File: src/rtl/vga_scanout_if.sv
// Scan-out port bundle: framebuffer read port plus the VGA DAC pins.
// master = the scan-out controller, slave = framebuffer/DAC side.
interface vga_scanout_if;
  logic [31:0] pixel_addr;
  logic [7:0]  pixel_val;
  logic        vga_hs;
  logic        vga_vs;
  logic        vga_blank_n;
  logic [7:0]  vga_r;
  logic [7:0]  vga_g;
  logic [7:0]  vga_b;
  logic        frame_start;

  modport master (
    output pixel_addr,
    input  pixel_val,
    output vga_hs, vga_vs, vga_blank_n, vga_r, vga_g, vga_b, frame_start
  );

  modport slave (
    input  pixel_addr,
    output pixel_val,
    input  vga_hs, vga_vs, vga_blank_n, vga_r, vga_g, vga_b, frame_start
  );
endinterface

File: src/rtl/vga_scanout.sv
// VGA raster generator with framebuffer fetch and a fixed 2-stage pin pipeline.
// Optional macro VGA_SCANOUT_RGB332_EN: decode pixel_val as RGB332 instead of grayscale.
module vga_scanout #(
  parameter int          H_ACTIVE = 640,
  parameter int          H_FP     = 16,
  parameter int          H_SYNC   = 96,
  parameter int          H_BP     = 48,
  parameter int          V_ACTIVE = 480,
  parameter int          V_FP     = 10,
  parameter int          V_SYNC   = 2,
  parameter int          V_BP     = 33,
  parameter int          IMG_W    = 256,
  parameter int          IMG_H    = 256,
  parameter int          IMG_X0   = 192,
  parameter int          IMG_Y0   = 112,
  parameter logic [23:0] BG_COLOR = 24'h000000
) (
  input  logic           clk,
  input  logic           reset,
  vga_scanout_if.master  vif
);
  localparam int H_TOTAL = H_ACTIVE + H_FP + H_SYNC + H_BP;
  localparam int V_TOTAL = V_ACTIVE + V_FP + V_SYNC + V_BP;
  localparam int HW      = $clog2(H_TOTAL);
  localparam int VW      = $clog2(V_TOTAL);

  localparam logic [31:0] HA     = H_ACTIVE;
  localparam logic [31:0] VA     = V_ACTIVE;
  localparam logic [31:0] HS_BEG = H_ACTIVE + H_FP;
  localparam logic [31:0] HS_END = H_ACTIVE + H_FP + H_SYNC;
  localparam logic [31:0] VS_BEG = V_ACTIVE + V_FP;
  localparam logic [31:0] VS_END = V_ACTIVE + V_FP + V_SYNC;
  localparam logic [31:0] X0     = IMG_X0;
  localparam logic [31:0] Y0     = IMG_Y0;
  localparam logic [31:0] W      = IMG_W;
  localparam logic [31:0] H      = IMG_H;

  typedef struct packed {
    logic hs;
    logic vs;
    logic active;
    logic in_img;
    logic fs;
  } flags_t;

  localparam flags_t FLAGS_IDLE = '{hs: 1'b1, vs: 1'b1, active: 1'b0, in_img: 1'b0, fs: 1'b0};

  logic [HW-1:0] hcnt, hcnt_n;
  logic [VW-1:0] vcnt, vcnt_n;
  logic          h_wrap;
  logic [31:0]   row_base, row_base_n, addr_n;
  flags_t        flags_now, flags_d1;
  logic [23:0]   pix_rgb, rgb_n;

  function automatic logic active_at(logic [HW-1:0] h, logic [VW-1:0] v);
    return (32'(h) < HA) && (32'(v) < VA);
  endfunction

  // Differences wrap to huge values left/above the window, so one compare each suffices.
  function automatic logic in_win(logic [HW-1:0] h, logic [VW-1:0] v);
    return active_at(h, v) && (32'(h) - X0 < W) && (32'(v) - Y0 < H);
  endfunction

  // The address register must match the counters in the same cycle, so it is
  // built from the next-state raster position.
  always_comb begin
    h_wrap = (hcnt == HW'(H_TOTAL - 1));
    hcnt_n = h_wrap ? '0 : hcnt + HW'(1);
    vcnt_n = vcnt;
    if (h_wrap)
      vcnt_n = (vcnt == VW'(V_TOTAL - 1)) ? '0 : vcnt + VW'(1);
    row_base_n = row_base;
    if (h_wrap)
      row_base_n = (32'(vcnt_n) == Y0) ? '0 : row_base + W;
    addr_n = in_win(hcnt_n, vcnt_n) ? row_base_n + (32'(hcnt_n) - X0) : '0;
  end

  always_comb begin
    flags_now        = FLAGS_IDLE;
    flags_now.hs     = !((32'(hcnt) >= HS_BEG) && (32'(hcnt) < HS_END));
    flags_now.vs     = !((32'(vcnt) >= VS_BEG) && (32'(vcnt) < VS_END));
    flags_now.active = active_at(hcnt, vcnt);
    flags_now.in_img = in_win(hcnt, vcnt);
    flags_now.fs     = (hcnt == '0) && (vcnt == '0);
  end

`ifdef VGA_SCANOUT_RGB332_EN
  assign pix_rgb = {vif.pixel_val[7:5], vif.pixel_val[7:5], vif.pixel_val[7:6],
                    vif.pixel_val[4:2], vif.pixel_val[4:2], vif.pixel_val[4:3],
                    {4{vif.pixel_val[1:0]}}};
`else
  assign pix_rgb = {3{vif.pixel_val}};
`endif

  always_comb begin
    rgb_n = '0;
    if (flags_d1.in_img)      rgb_n = pix_rgb;
    else if (flags_d1.active) rgb_n = BG_COLOR;
  end

  always_ff @(posedge clk) begin
    if (reset) begin
      hcnt            <= '0;
      vcnt            <= '0;
      row_base        <= '0;
      vif.pixel_addr  <= '0;
      flags_d1        <= FLAGS_IDLE;
      vif.vga_hs      <= 1'b1;
      vif.vga_vs      <= 1'b1;
      vif.vga_blank_n <= 1'b0;
      vif.vga_r       <= '0;
      vif.vga_g       <= '0;
      vif.vga_b       <= '0;
      vif.frame_start <= 1'b0;
    end else begin
      hcnt            <= hcnt_n;
      vcnt            <= vcnt_n;
      row_base        <= row_base_n;
      vif.pixel_addr  <= addr_n;
      // stage 1: flags wait alongside the framebuffer read
      flags_d1        <= flags_now;
      // stage 2: pins, with pixel_val landing straight in the colour registers
      vif.vga_hs      <= flags_d1.hs;
      vif.vga_vs      <= flags_d1.vs;
      vif.vga_blank_n <= flags_d1.active;
      vif.frame_start <= flags_d1.fs;
      {vif.vga_r, vif.vga_g, vif.vga_b} <= rgb_n;
    end
  end
endmodule

File: src/flat_wrapper.sv
// flat-port wrapper written by rule: the top's interface ports become plain ports
module vga_scanout_flat 
#(
  parameter int          H_ACTIVE = 640,
  parameter int          H_FP     = 16,
  parameter int          H_SYNC   = 96,
  parameter int          H_BP     = 48,
  parameter int          V_ACTIVE = 480,
  parameter int          V_FP     = 10,
  parameter int          V_SYNC   = 2,
  parameter int          V_BP     = 33,
  parameter int          IMG_W    = 256,
  parameter int          IMG_H    = 256,
  parameter int          IMG_X0   = 192,
  parameter int          IMG_Y0   = 112,
  parameter logic [23:0] BG_COLOR = 24'h000000
)
  (clk, reset, vif_pixel_addr, vif_pixel_val, vif_vga_hs, vif_vga_vs, vif_vga_blank_n, vif_vga_r, vif_vga_g, vif_vga_b, vif_frame_start);
  vga_scanout_if vif_i ();
  input  logic clk;
  input  logic reset;
  output wire logic [$bits(vif_i.pixel_addr)-1:0] vif_pixel_addr;
  input wire logic [$bits(vif_i.pixel_val)-1:0] vif_pixel_val;
  output wire logic [$bits(vif_i.vga_hs)-1:0] vif_vga_hs;
  output wire logic [$bits(vif_i.vga_vs)-1:0] vif_vga_vs;
  output wire logic [$bits(vif_i.vga_blank_n)-1:0] vif_vga_blank_n;
  output wire logic [$bits(vif_i.vga_r)-1:0] vif_vga_r;
  output wire logic [$bits(vif_i.vga_g)-1:0] vif_vga_g;
  output wire logic [$bits(vif_i.vga_b)-1:0] vif_vga_b;
  output wire logic [$bits(vif_i.frame_start)-1:0] vif_frame_start;
  assign vif_pixel_addr = vif_i.pixel_addr;
  assign vif_i.pixel_val = vif_pixel_val;
  assign vif_vga_hs = vif_i.vga_hs;
  assign vif_vga_vs = vif_i.vga_vs;
  assign vif_vga_blank_n = vif_i.vga_blank_n;
  assign vif_vga_r = vif_i.vga_r;
  assign vif_vga_g = vif_i.vga_g;
  assign vif_vga_b = vif_i.vga_b;
  assign vif_frame_start = vif_i.frame_start;
  vga_scanout #(.H_ACTIVE(H_ACTIVE), .H_FP(H_FP), .H_SYNC(H_SYNC), .H_BP(H_BP), .V_ACTIVE(V_ACTIVE), .V_FP(V_FP), .V_SYNC(V_SYNC), .V_BP(V_BP), .IMG_W(IMG_W), .IMG_H(IMG_H), .IMG_X0(IMG_X0), .IMG_Y0(IMG_Y0), .BG_COLOR(BG_COLOR)) u_core (.clk(clk), .reset(reset), .vif(vif_i));
endmodule
File: config.mk
export PLATFORM = sky130hd
export DESIGN_NAME = vga_scanout_flat
export DESIGN_NICKNAME = d
export VERILOG_FILES = /design/src/rtl/vga_scanout_if.sv /design/src/rtl/vga_scanout.sv /design/src/flat_wrapper.sv
export SDC_FILE = /design/constraint.sdc
export NUM_CORES = 1
export LEC_CHECK = 0
export BUFFER_PORTS_ARGS = -buffer_cell sky130_fd_sc_hd__buf_4
export CAP_MARGIN = 20
export CELL_PAD_IN_SITES_DETAIL_PLACEMENT = 0
export CELL_PAD_IN_SITES_GLOBAL_PLACEMENT = 2
export CORE_MARGIN = 2
export CORE_UTILIZATION = 25
export DETAILED_ROUTE_END_ITERATION = 6
export PLACE_DENSITY_LB_ADDON = 0.1
export SYNTH_ARGS = -nofsm -noshare
export SYNTH_HDL_FRONTEND = slang
export SYNTH_SLANG_ARGS = --single-unit
export TNS_END_PERCENT = 10
File: constraint.sdc
create_clock -name clk -period 6.6 [get_ports clk]
set_clock_uncertainty 0.05 [all_clocks]
set_input_delay 0.33 -clock clk [delete_from_list [all_inputs] [get_ports clk]]
set_output_delay 0.33 -clock clk [all_outputs]
set_load 0.01 [all_outputs]
# Word-level counts from Yosys, hierarchy flattened
# Cells that the tools add are included.
# op_classes
add_sub_neg,8
n_lt_le_gt_ge,12
eq_ne,3
n_mux,5
n_bitwise,2
n_reduce_logical,15
# op_table
op,n
< comparator 32 x 9 -> 1 bit (second input constant),4
2-to-1 mux 32 bit,2
adder 32 bit,1
adder 32 x 9 -> 32 bit (second input constant),1
< comparator 10 bit (second input constant),3
< comparator 10 x 9 -> 1 bit (second input constant),3
2-to-1 mux 10 bit,3
subtractor 10 x 7 -> 11 bit (second input constant),2
subtractor 10 x 8 -> 11 bit (second input constant),2
adder 10 x 1 -> 10 bit (second input constant),2
equality test 10 bit (second input constant),2
zero test 10 bit,2
equality test 10 x 7 -> 1 bit (second input constant),1
>= comparator 10 bit (second input constant),1
>= comparator 10 x 9 -> 1 bit (second input constant),1
logical AND 1 bit,9
OR reduction 2 bit,2
zero test 1 bit,2
NOT 1 bit,2
# word_totals
register_bits,101
output_inout_bits,60
elab_cells,59

# Depth between registers and ports, before layout
# Gate-level depths: netlist (run 1).
# logic_depth
ltp_word,9
depth_mapped,21
ltp_nobuf,20

# Worst setup path before layout (run 1)
# No wires, ideal clock.
# synth_path
path_type,reg-to-reg
startpoint,register u_core.hcnt[0]
endpoint,register u_core.vif.pixel_addr[31]
arrival_time_ns,4.999
slack_ns,1.430
path_stages_with_launch,18
path_buffers,1
period_less_slack_ns,5.170
path_cell_list,dfxtp_1 ha_1 nand3_1 o21ai_0 and2_1 inv_1 ha_1 nor3_1 ha_1 clkbuf_1 a21oi_1 o211ai_1 a221o_1 o2bb2ai_1 a31oi_1 a41oi_1 nor2b_1 mux2_4
# synth_between
elab_chain_cells,8
elab_cells_between_ends,19
cone_classes,add/sub (4); order compare (4); eq/ne (2); mux (4); bitwise (1); reduce/logical (4)
# synth_lines
item,line_no,source
from (decl),vga_scanout.sv:48,"logic [HW-1:0] hcnt, hcnt_n;"
from (signal assigned),vga_scanout.sv:116,hcnt <= hcnt_n;
adder 10 x 1 -> 10 bit / equality test 10 bit (equally long branches),"vga_scanout.sv:68, vga_scanout.sv:67",
2-to-1 mux 10 bit (*),vga_scanout.sv:68,hcnt_n = h_wrap ? '0 : hcnt + HW'(1);
named net u_core.hcnt_n[6],vga_scanout.sv:48,
subtractor 10 x 8 -> 11 bit / < comparator 10 bit (equally long branches),"vga_scanout.sv:61, vga_scanout.sv:75, vga_scanout.sv:56",
< comparator 32 x 9 -> 1 bit / logical AND 1 bit (equally long branches),"vga_scanout.sv:61, vga_scanout.sv:56",
logical AND 1 bit (2 in series),vga_scanout.sv:61,"return active_at(h, v) && (32'(h) - X0 < W) && (32'(v) - Y0 < H);"
NOT 1 bit (no source line),n/a,
OR reduction 2 bit (no source line),n/a,
to (signal assigned),vga_scanout.sv:119,vif.pixel_addr <= addr_n;
to (decl),vga_scanout_if.sv:15,"output pixel_addr,"
# The timed path passes the listed nets; every way through them passes the cells marked *.
# A chain may end at the register's enable or synchronous reset.

# Worst setup path after layout (run 1)
# layout_path
startpoint,register u_core.hcnt[5]
endpoint,register u_core.vif.pixel_addr[30]
# layout_between
elab_cells_between_ends,19
cone_classes,add/sub (4); order compare (4); eq/ne (2); mux (4); bitwise (1); reduce/logical (4)
# layout_lines
item,line_no,source
equality test 10 bit (*),vga_scanout.sv:67,h_wrap = (hcnt == HW'(H_TOTAL - 1));
2-to-1 mux 10 bit,vga_scanout.sv:70,if (h_wrap)
equality test 10 x 7 -> 1 bit,vga_scanout.sv:74,row_base_n = (32'(vcnt_n) == Y0) ? '0 : row_base + W;
2-to-1 mux 32 bit,vga_scanout.sv:74,
2-to-1 mux 32 bit (*),vga_scanout.sv:73,if (h_wrap)
named net u_core.row_base_n[0],vga_scanout.sv:51,"logic [31:0] row_base, row_base_n, addr_n;"
adder 32 bit (*),vga_scanout.sv:75,"addr_n = in_win(hcnt_n, vcnt_n) ? row_base_n + (32'(hcnt_n) - X0) : '0;"
# Marked as above.

==> impl_metrics.csv, run 1 <==
group,metric,value,unit
drt,ant_nets,0,
final_layout,utilization,0.3008,
setup_path,worst-path-buf-inv,2,
logic_synthesis,async_flop_share,0,
logic_synthesis,ys_ff_latch,101,
clocking,clock_sinks,101,
pwr,vdd_drop_max,99.47,µV
logic_synthesis,ys.flop_type,"dfxtp_1",
pwr,power.density,170.5,nW/µm²
timing,hold_viol,0,
grt,grtUsageTotal,0.1348,
drt,vias,5034,
logic_synthesis,netlist_area,5834,µm²
final_layout,finalNetCount,809,
setup_path,critPathLaunchType,"flip-flop",
clocking,ctsHoldBuffers,0,
grt,antenna_found_initial,0,
setup_path,r2r_slack,1.06,ns
placed_design,place_area,6569,µm²
hold_path,hold_path.startpoint,"vif_pixel_val[5]",
setup_path,end_kind,"flip-flop",
timing,fmax,0.1805,GHz
logic_synthesis,yosys_warnings,0,
hold_path,hold_path.class,"input port to flip-flop",
clocking,clockBufferDepth,2,
grt,grt_pass1_vias,4879,
floorplanning,num_rows,55,
floorplanning,core,22780,µm²
pwr,leakagePower,3.019,nW
setup_path,rr_startpoint,"u_core.hcnt[5]",
timing,relSlewSlack,0.3940,
final_layout,antenna-diode-count,0,
final_layout,syn2layout_area_growth,17.44,%
grt,overflow,0,
logic_synthesis,synth_edf_count,0,
clocking,cts_buffers,9,
drt,drt-vias-per-instance,4.665,
placed_design,dp.cells,1063,
drt,routedWlPerCell,15.08,µm
setup_path,crit_arrival,5.77,ns
timing,setup_viol,0,
hold_path,whs_path_depth,2,
clocking,cts_setup_buffers,0,
timing,rsz0062_at_grt,"false",
logic_synthesis,syn-num-nets,764,
clocking,cts.htree.levels,3,
logic_synthesis,avgSynthCellArea,8.149,µm²
setup_path,r2r_end,"u_core.vif.pixel_addr[30]",
setup_path,cp_data_required_time,6.83,ns
final_layout,finalNonFillerCells,1079,
floorplanning,die-width,156.8,µm
final_layout,final_area,6852,µm²
setup_path,reg2regPathDepth,18,
setup_path,max_stage_delay,0.80,ns
status,status,"completed",
setup_path,crit_chain,"or4b_4, or3_4, or4_1, o211ai_2, nor4_2, buf_4, nor2b_1, ha_1, inv_1, fa_1, nor2b_1, o21bai_1, a2111oi_0, o21ai_0, nand2_1, a21oi_1, or3_1, a31oi_1",
drt,routed_wl,16.28,mm
drt,dr.pass1.iters,4,
final_layout,layout_common_cells,"nor2_1, dfxtp_1, buf_4, nand2_1, a21oi_1",
flow_run,timing.max_cap.violations,0,
clocking,clock_latency,0.35,ns
setup_path,critPathKind,"flip-flop to flip-flop",
grt,grt_first_pass_wirelength,26.02,mm
setup_path,cpMostUsedCell,"nor2b_1",
clocking,cts_resized,0,
floorplanning,start_util,0.2561,
placed_design,gp_congestion,0.7671,
timing,fin_tns_setup,0,ns
logic_synthesis,netlist_instances,716,
logic_synthesis,ys_top_cells_by_area,"dfxtp_1, ha_1, nor2_1, xor2_1, xnor2_1",
timing,tightestPinTransition,0.9041,ns
clocking,tritoncts,"yes",
clocking,cts.clk_slew.worst_paths,0.08,ns
floorplanning,io_pins,70,
floorplanning,die-area,24580,µm²
placed_design,hpwl,12.11,mm
logic_synthesis,netlist-cell-type-count,63,
drt,drt-initial-drc-count,179,
drt,drc,0,
logic_synthesis,ys_seq_area_frac,0.3466,
pwr,p_total,1.168,mW
timing,final.min_clock_period,5.540,ns
clocking,root_buffer,"clkbuf_16",
placed_design,portBuffers,69,
setup_path,critPathTopFamily,"simple AND/OR/NAND/NOR gates",
setup_path,cp_max_fo,30,
logic_synthesis,synth.top_cell.area_share,0.3466,
hold_path,holdPathEnd,"u_core.vif.vga_r[5]",
final_layout,drive_gt1_frac,0.1397,
timing,fin_crit_sh,0.8394,
logic_synthesis,synth_area_leader_cell,"dfxtp_1",
final_layout,final_common_cell,"nor2_1",
grt,grt_start_max_net_pins,35,
floorplanning,die_y,156.8,µm
setup_path,crit_slowest_cell,"a2111oi_0",
timing,maxSlewViolCount,0,
==> flip-flops by register name (all words and copies together) (netlist names) <==
register                flops
u_core.flags_d1             5
u_core.hcnt                10
u_core.row_base            32
u_core.vcnt                10
u_core.vif.frame_start      1
u_core.vif.pixel_addr      32
u_core.vif.vga_blank_n      1
u_core.vif.vga_hs           1
u_core.vif.vga_r            8
u_core.vif.vga_vs           1
==> worst max-delay path by stage <==
stage | from | endpoint | cells after the start
2_1_floorplan | u_core.hcnt[0] | u_core.vif.pixel_addr[31] | 17
3_3_place_gp | u_core.hcnt[5] | u_core.vif.pixel_addr[30] | 18
3_5_place_dp | u_core.hcnt[5] | u_core.vif.pixel_addr[30] | 18
4_1_cts | u_core.hcnt[5] | u_core.vif.pixel_addr[30] | 18
5_1_grt | u_core.hcnt[5] | u_core.vif.pixel_addr[30] | 17
6_report | u_core.hcnt[5] | u_core.vif.pixel_addr[30] | 18
==> synthesized netlist by cell type, drive strengths merged (8+ instances only) <==
cell    count
nor4        8
and3       13
xor2       28
and2       22
o21ai      33
a31oi       8
nor2b      26
dfxtp     101
or3         9
o21bai      8
a21oi      41
nor2      110
nor3       17
nand2      43
ha         37
xnor2      26
a21o       13
clkbuf     15
buf        24
nand3      28
inv        27
==> metrics by stage <==
step | hold WS [ns] | worst slack [ns]
2_1_floorplan | 0.3395 | 1.430
3_3_place_gp | 0.3399 | 1.111
3_5_place_dp | 0.3445 | 1.003
4_1_cts | 0.1076 | 0.9590
5_1_grt | 0.1167 | 0.6085
6_report | 0.1274 | 1.060
==> power by group <==
group          switching (mW)  internal [mW]  total, mW
logic                  0.0149         0.0102     0.0251
registers             0.00236          0.612      0.614
clock network           0.267          0.262      0.529
total                   0.284          0.884       1.17
==> area by class of cell <==
type,instances,area [µm²]
fill,2512,15930
multi-input combinational,549,3506
clock inverter,7,57.56
sequential,101,2022
timing repair buffer,73,548.0
inverter,27,101.3
tap,313,391.6
clock buffer,9,225.2
==> metal layers <==
layer	part of all wire	global-route usage	routed length, µm
met1	0.52	0.1886	8426
met5	0	0	0
met2	0.44	0.2141	7096
met3	0.036	0.02409	593
met4	0.0098	0.03277	159
==> kinds of logic after synthesis <==
logic type	Yosys count	synth area share
multiplexers	1	0.002573
buffers and inverters	66	0.05447
adder cells (fa/ha/maj)	38	0.08278
AO/OA/AOI/OAI	145	0.1587
flip-flops	101	0.3466
AND/OR/NAND/NOR	311	0.2713
XOR/XNOR	54	0.08364
Note: power is estimated with default switching activity, not from simulation.
==> run 2: changes to the inputs <==
==> constraint.sdc (replaced) <==
create_clock -name clk -period 5.13 [get_ports clk]
set_clock_uncertainty 0.05 [all_clocks]
set_input_delay 0.2565 -clock clk [delete_from_list [all_inputs] [get_ports clk]]
set_output_delay 0.2565 -clock clk [all_outputs]
set_load 0.01 [all_outputs]
==> run 2 against run 1 <==
Compared with the run above:
- clock power is 43% higher
- largest cell class unchanged
- largest power group unchanged
- global-route usage grew 0.50 points
- critical path type unchanged
- power is 35% higher
==> impl_metrics.csv, run 2 (same netlist as run 1, synthesis figures left out) <==
group,metric,value,unit
status,status,"completed",
final_layout,reg.largest.list,"u_core.row_base: 32 flops, u_core.vif.pixel_addr: 32 flops",
clocking,clock_latency,0.36,ns
setup_path,critPathLaunchType,"flip-flop",
setup_path,cp_max_fo,8,
pwr,power.density,218.2,nW/µm²
setup_path,crit_slowest_cell,"or4b_4",
pwr,p_sw_frac,0.2213,
placed_design,hpwl,12.56,mm
drt,dr.pass1.iters,5,
clocking,root_buffer,"clkbuf_16",
setup_path,cpMostUsedCell,"or4_1",
drt,drt-initial-drc-count,163,
timing,final.min_clock_period,4.899,ns
pwr,p_sw,0.3495,mW
floorplanning,core,22780,µm²
setup_path,critPathKind,"flip-flop to flip-flop",
floorplanning,io_pins,70,
setup_path,r2r_end,"u_core.vif.pixel_addr[31]",
final_layout,drive_gt1_frac,0.1955,
timing,fin_tns_setup,0,ns
clocking,cts.htree.levels,3,
timing,setup_viol,0,
drt,routed_wl,16.51,mm
setup_path,crit_chain,"or4b_4, or3_4, or4_1, o211ai_2, nand2b_4, nor3_1, or4_1, nand2_2, ha_2, a21oi_1, o21ai_0, nor4b_1, nor2_1, a31oi_2, a41oi_1, nor2b_1, mux2_4",
grt,grt_first_pass_wirelength,27.16,mm
placed_design,dp.cells,1100,
drt,vias,5133,
timing,relSlewSlack,0.4216,
clocking,cts_buffers,9,
floorplanning,num_rows,55,
pwr,p_clk_frac,0.478,
pwr,leakagePower,3.216,nW
clocking,cts.clk_slew.worst_paths,0.08,ns
floorplanning,die-area,24580,µm²
setup_path,reg2regPathDepth,17,
setup_path,r2r_slack,0.23,ns
timing,hold_viol,0,
clocking,ctsHoldBuffers,0,
setup_path,cp_data_required_time,5.32,ns
drt,ant_nets,0,
grt,overflow,0,
pwr,internal_power,1.230,mW
grt,grt_start_max_net_pins,35,
setup_path,rr_startpoint,"u_core.hcnt[5]",
hold_path,hold_path.startpoint,"vif_pixel_val[2]",
placed_design,gp_congestion,0.8171,
timing,maxSlewViolCount,0,
grt,grt_pass1_vias,5248,
timing,rsz0062_at_grt,"true",
clocking,tritoncts,"yes",
final_layout,antenna-diode-count,0,
timing,fmax,0.2041,GHz
grt,grtUsageTotal,0.1398,
timing,fin_crit_sh,0.9550,
final_layout,n_fill_cell,2428,
pwr,vdd_drop_max,114.6,µV
placed_design,portBuffers,69,
clocking,clockBufferDepth,2,
setup_path,crit_start,"u_core.hcnt[5]",
floorplanning,start_util,0.2561,
setup_path,end_kind,"flip-flop",
pwr,comb_power_share,0.021,
hold_path,holdPathEnd,"u_core.vif.vga_r[2]",
floorplanning,die-width,156.8,µm
final_layout,syn2layout_area_growth,24.04,%
drt,drt-vias-per-instance,4.599,
flow_run,timing.max_cap.violations,0,
pwr,seqPwrFrac,0.501,
clocking,clock_sinks,101,
final_layout,finalNetCount,847,
timing,tightestPinTransition,0.8637,ns
hold_path,whs_path_depth,2,
final_layout,layout_common_cells,"nor2_1, buf_4, dfxtp_1, nand2_1, a21oi_1",
hold_path,hold_path.class,"input port to flip-flop",
setup_path,max_stage_delay,0.57,ns
drt,drc,0,
final_layout,finalNonFillerCells,1116,
grt,antenna_found_initial,0,
floorplanning,die_y,156.8,µm
setup_path,crit_arrival,5.09,ns
drt,routedWlPerCell,14.79,µm
==> run 2: cell count changes in the layout (fill, tap and decap cells not counted), moves of 3 or more <==
cell | previous run | this run
dfxtp_2 | 0 | 3
buf_4 | 73 | 110
o21ai_0 | 30 | 27
o21ai_1 | 3 | 6
dfxtp_1 | 101 | 98
==> run 2: timing repair <==
action,in CTS,in global routing
gates resized for setup,3,18
pin swaps,0,4
buffers inserted,0,1
endpoints found under the setup margin,5,15
==> run 2: final cells by class <==
cell class                      count  area [µm²]  share of cell area
Tap cell                          313       391.6             0.05411
Inverter                           27       101.3             0.01400
Multi-Input combinational cell    549        3567              0.4929
Sequential cell                   101        2026              0.2799
Clock buffer                       10       229.0             0.03164
Timing Repair Buffer              111       837.1              0.1157
Clock inverter                      5       85.08             0.01176
==> run 2: critical path: cells and delay by family, from the launching register on <==
kind | cells | cell delay (ns)
mux | 1 | 0.26
simple gates | 10 | 2.97
fa+ha+maj | 1 | 0.31
flops | 1 | 0.36
compound gates | 5 | 0.82
==> run 2: how the worst max path moves through the flow <==
stage / slack (ns) / cells after the start / endpoint
after floorplan: 0.37 / 19 / u_core.vif.pixel_addr[31]
after global placement: -0.11 / 19 / u_core.vif.pixel_addr[30]
after detailed placement: -0.19 / 19 / u_core.vif.pixel_addr[30]
after CTS: 0.009 / 19 / u_core.vif.pixel_addr[25]
after global routing: -0.05 / 17 / u_core.vif.pixel_addr[31]
final: 0.23 / 17 / u_core.vif.pixel_addr[31]
==> run 2: metrics by stage <==
stage	total power, mW	hold slack, ns	instance area [µm²]	util	worst slack, ns
detailed placement	0.8439	0.3501	6847	0.3006	-0.1923
global placement	0.8436	0.3440	6847	0.3006	-0.1123
floorplan	0.8275	0.2905	5839	-	0.3677
CTS	1.616	0.03407	7176	0.3150	0.008718
finish	1.579	0.05399	7237	0.3177	0.2311
global route	1.654	0.03696	7237	0.3177	-0.04916
==> run 2: per-layer routing <==
metal  global-route usage  routed length (µm)
met1               0.1907                8514
met2               0.2222                7095
met3              0.02852                 637
met4              0.04107                 258
met5                    0                   0
==> run 2: power by group through the flow <==
stage          registers, mW  clock network [mW]  logic, mW
2_1_floorplan          0.809                   0     0.0187
3_3_place_gp           0.809                   0     0.0345
3_5_place_dp           0.809                   0     0.0349
4_1_cts                0.790               0.790     0.0351
5_1_grt                0.791               0.824     0.0383
6_report               0.790               0.755     0.0334
==> run 3: changes to the inputs <==
--- a/config.mk
+++ b/config.mk
@@ -11,6 +11,7 @@
 export CELL_PAD_IN_SITES_GLOBAL_PLACEMENT = 2
 export CORE_MARGIN = 2
 export CORE_UTILIZATION = 25
+export CTS_BUF_LIST = sky130_fd_sc_hd__clkbuf_4 sky130_fd_sc_hd__clkbuf_8 sky130_fd_sc_hd__clkbuf_16
 export DETAILED_ROUTE_END_ITERATION = 6
 export PLACE_DENSITY_LB_ADDON = 0.1
 export SYNTH_ARGS = -nofsm -noshare
==> run 3 against run 2 <==
Compared with the run above:
- hold slack hardly changed
- cell count stayed put
- largest cell class unchanged
- design area hardly changed
==> impl_metrics.csv, run 3 (same netlist as run 1, synthesis figures left out) <==
group,metric,value,unit
setup_path,critPathKind,"flip-flop to flip-flop",
flow_run,timing.max_cap.violations,0,
timing,fin_ws,0.2311,ns
timing,holdWs,0.05399,ns
timing,fin_crit_sh,0.9549,
pwr,vdd_drop_max,114.6,µV
setup_path,end_kind,"flip-flop",
final_layout,syn2layout_area_growth,24.10,%
placed_design,portBuffers,69,
setup_path,critPathLaunchType,"flip-flop",
drt,routed_wl,16.51,mm
floorplanning,io_pins,70,
timing,maxSlewViolCount,0,
timing,hold_viol,0,
clocking,clock_sinks,101,
grt,grt_start_max_net_pins,35,
floorplanning,core,22780,µm²
clocking,cts_buffers,9,
floorplanning,die-width,156.8,µm
grt,grt_first_pass_wirelength,27.16,mm
setup_path,cp_max_fo,8,
final_layout,utilization,0.3179,
timing,fmax,0.2041,GHz
clocking,clockBufferDepth,2,
timing,setup_viol,0,
clocking,cts.htree.levels,3,
clocking,root_buffer,"clkbuf_16",
setup_path,crit_arrival,5.09,ns
clocking,tritoncts,"yes",
pwr,leakagePower,3.220,nW
placed_design,place_area,6847,µm²
status,status,"completed",
grt,grtUsageTotal,0.1398,
grt,overflow,0,
floorplanning,die-area,24580,µm²
drt,drt-vias-per-instance,4.599,
final_layout,n_fill_cell,2428,
grt,grt_pass1_vias,5248,
timing,final.min_clock_period,4.899,ns
final_layout,drive_gt1_frac,0.1968,
floorplanning,start_util,0.2561,
clocking,clock_latency,0.36,ns
floorplanning,num_rows,55,
drt,drc,0,
drt,vias,5133,
placed_design,dpl_worst_slack,-0.1923,ns
final_layout,layout.area.seq,2026,µm²
final_layout,layout_common_cells,"nor2_1, buf_4, dfxtp_1, nand2_1, a21oi_1",
timing,rsz0062_at_grt,"true",
final_layout,final_area,7241,µm²
timing,relSlewSlack,0.4216,
final_layout,finalNetCount,847,
drt,dr.pass1.iters,5,
placed_design,gp_congestion,0.8171,
setup_path,cp_data_required_time,5.32,ns
clocking,cts.clk_slew.worst_paths,0.08,ns
timing,tightestPinTransition,0.8637,ns
clocking,ctsHoldBuffers,0,
pwr,p_total,1.584,mW
drt,drt-initial-drc-count,163,
grt,antenna_found_initial,0,
drt,routedWlPerCell,14.79,µm
pwr,power.density,218.8,nW/µm²
final_layout,multi_input_area,3567,µm²
hold_path,hold_path.class,"input port to flip-flop",
floorplanning,die_y,156.8,µm
placed_design,hpwl,12.56,mm
drt,ant_nets,0,
final_layout,antenna-diode-count,0,
final_layout,reg.largest.list,"u_core.row_base: 32 flops, u_core.vif.pixel_addr: 32 flops",
## run 3: changes by cell type in the layout (fill, tap and decap cells not counted)
cell | previous run | this run
clkbuf_1 | 1 | 0
clkbuf_4 | 0 | 1
## run 3: path summary, 6_finish.rpt
kind                            from                        end  slack [ns]  depth (start not counted)
setup / recovery      u_core.hcnt[5]  u_core.vif.pixel_addr[31]        0.23                         17
hold / removal      vif_pixel_val[2]        u_core.vif.vga_r[2]        0.05                          2
setup reg to reg      u_core.hcnt[5]  u_core.vif.pixel_addr[31]        0.23                         17
hold reg to reg   u_core.flags_d1[4]          u_core.vif.vga_hs        0.37                          1
## run 3: critical path, stage by stage (launching register included)
cell	delay, ns
dfxtp_2	0.36
or4b_4	0.57
or3_4	0.40
or4_1	0.53
o211ai_2	0.13
nand2b_4	0.19
nor3_1	0.07
or4_1	0.44
nand2_2	0.12
ha_2	0.31
a21oi_1	0.15
o21ai_0	0.11
nor4b_1	0.34
nor2_1	0.14
a31oi_2	0.26
a41oi_1	0.17
nor2b_1	0.17
mux2_4	0.26
## run 3: final cells by class
cell class                 instances  share of cell area
multi-input combinational        549              0.4927
sequential                       101              0.2798
timing repair buffer             111              0.1156
tap                              313             0.05409
clock buffer                      10             0.03214
inverter                          27             0.01400
clock inverter                     5             0.01175
## run 3: stage by stage
stage               std cells  TNS [ns]
floorplan                 716         0
global placement         1100   -0.1123
detailed placement       1100   -0.2283
CTS                      1115         0
global route             1116  -0.04915
finish                   1116         0
## run 3: layer usage
metal	wire [µm]	share of wire	track usage
met4	258	0.016	0.04107
met1	8514	0.52	0.1907
met2	7095	0.43	0.2222
met5	0	0	0
met3	637	0.039	0.02852
## run 3: what timing repair did
action,in CTS,in global routing
setup endpoints to repair,5,15
pin swaps,0,4
gates resized for setup,3,18
buffers inserted,0,1
## run 3: where the power goes
part           internal (mW)  switching, mW
logic                 0.0135         0.0199
registers              0.787        0.00309
clock network          0.434          0.326
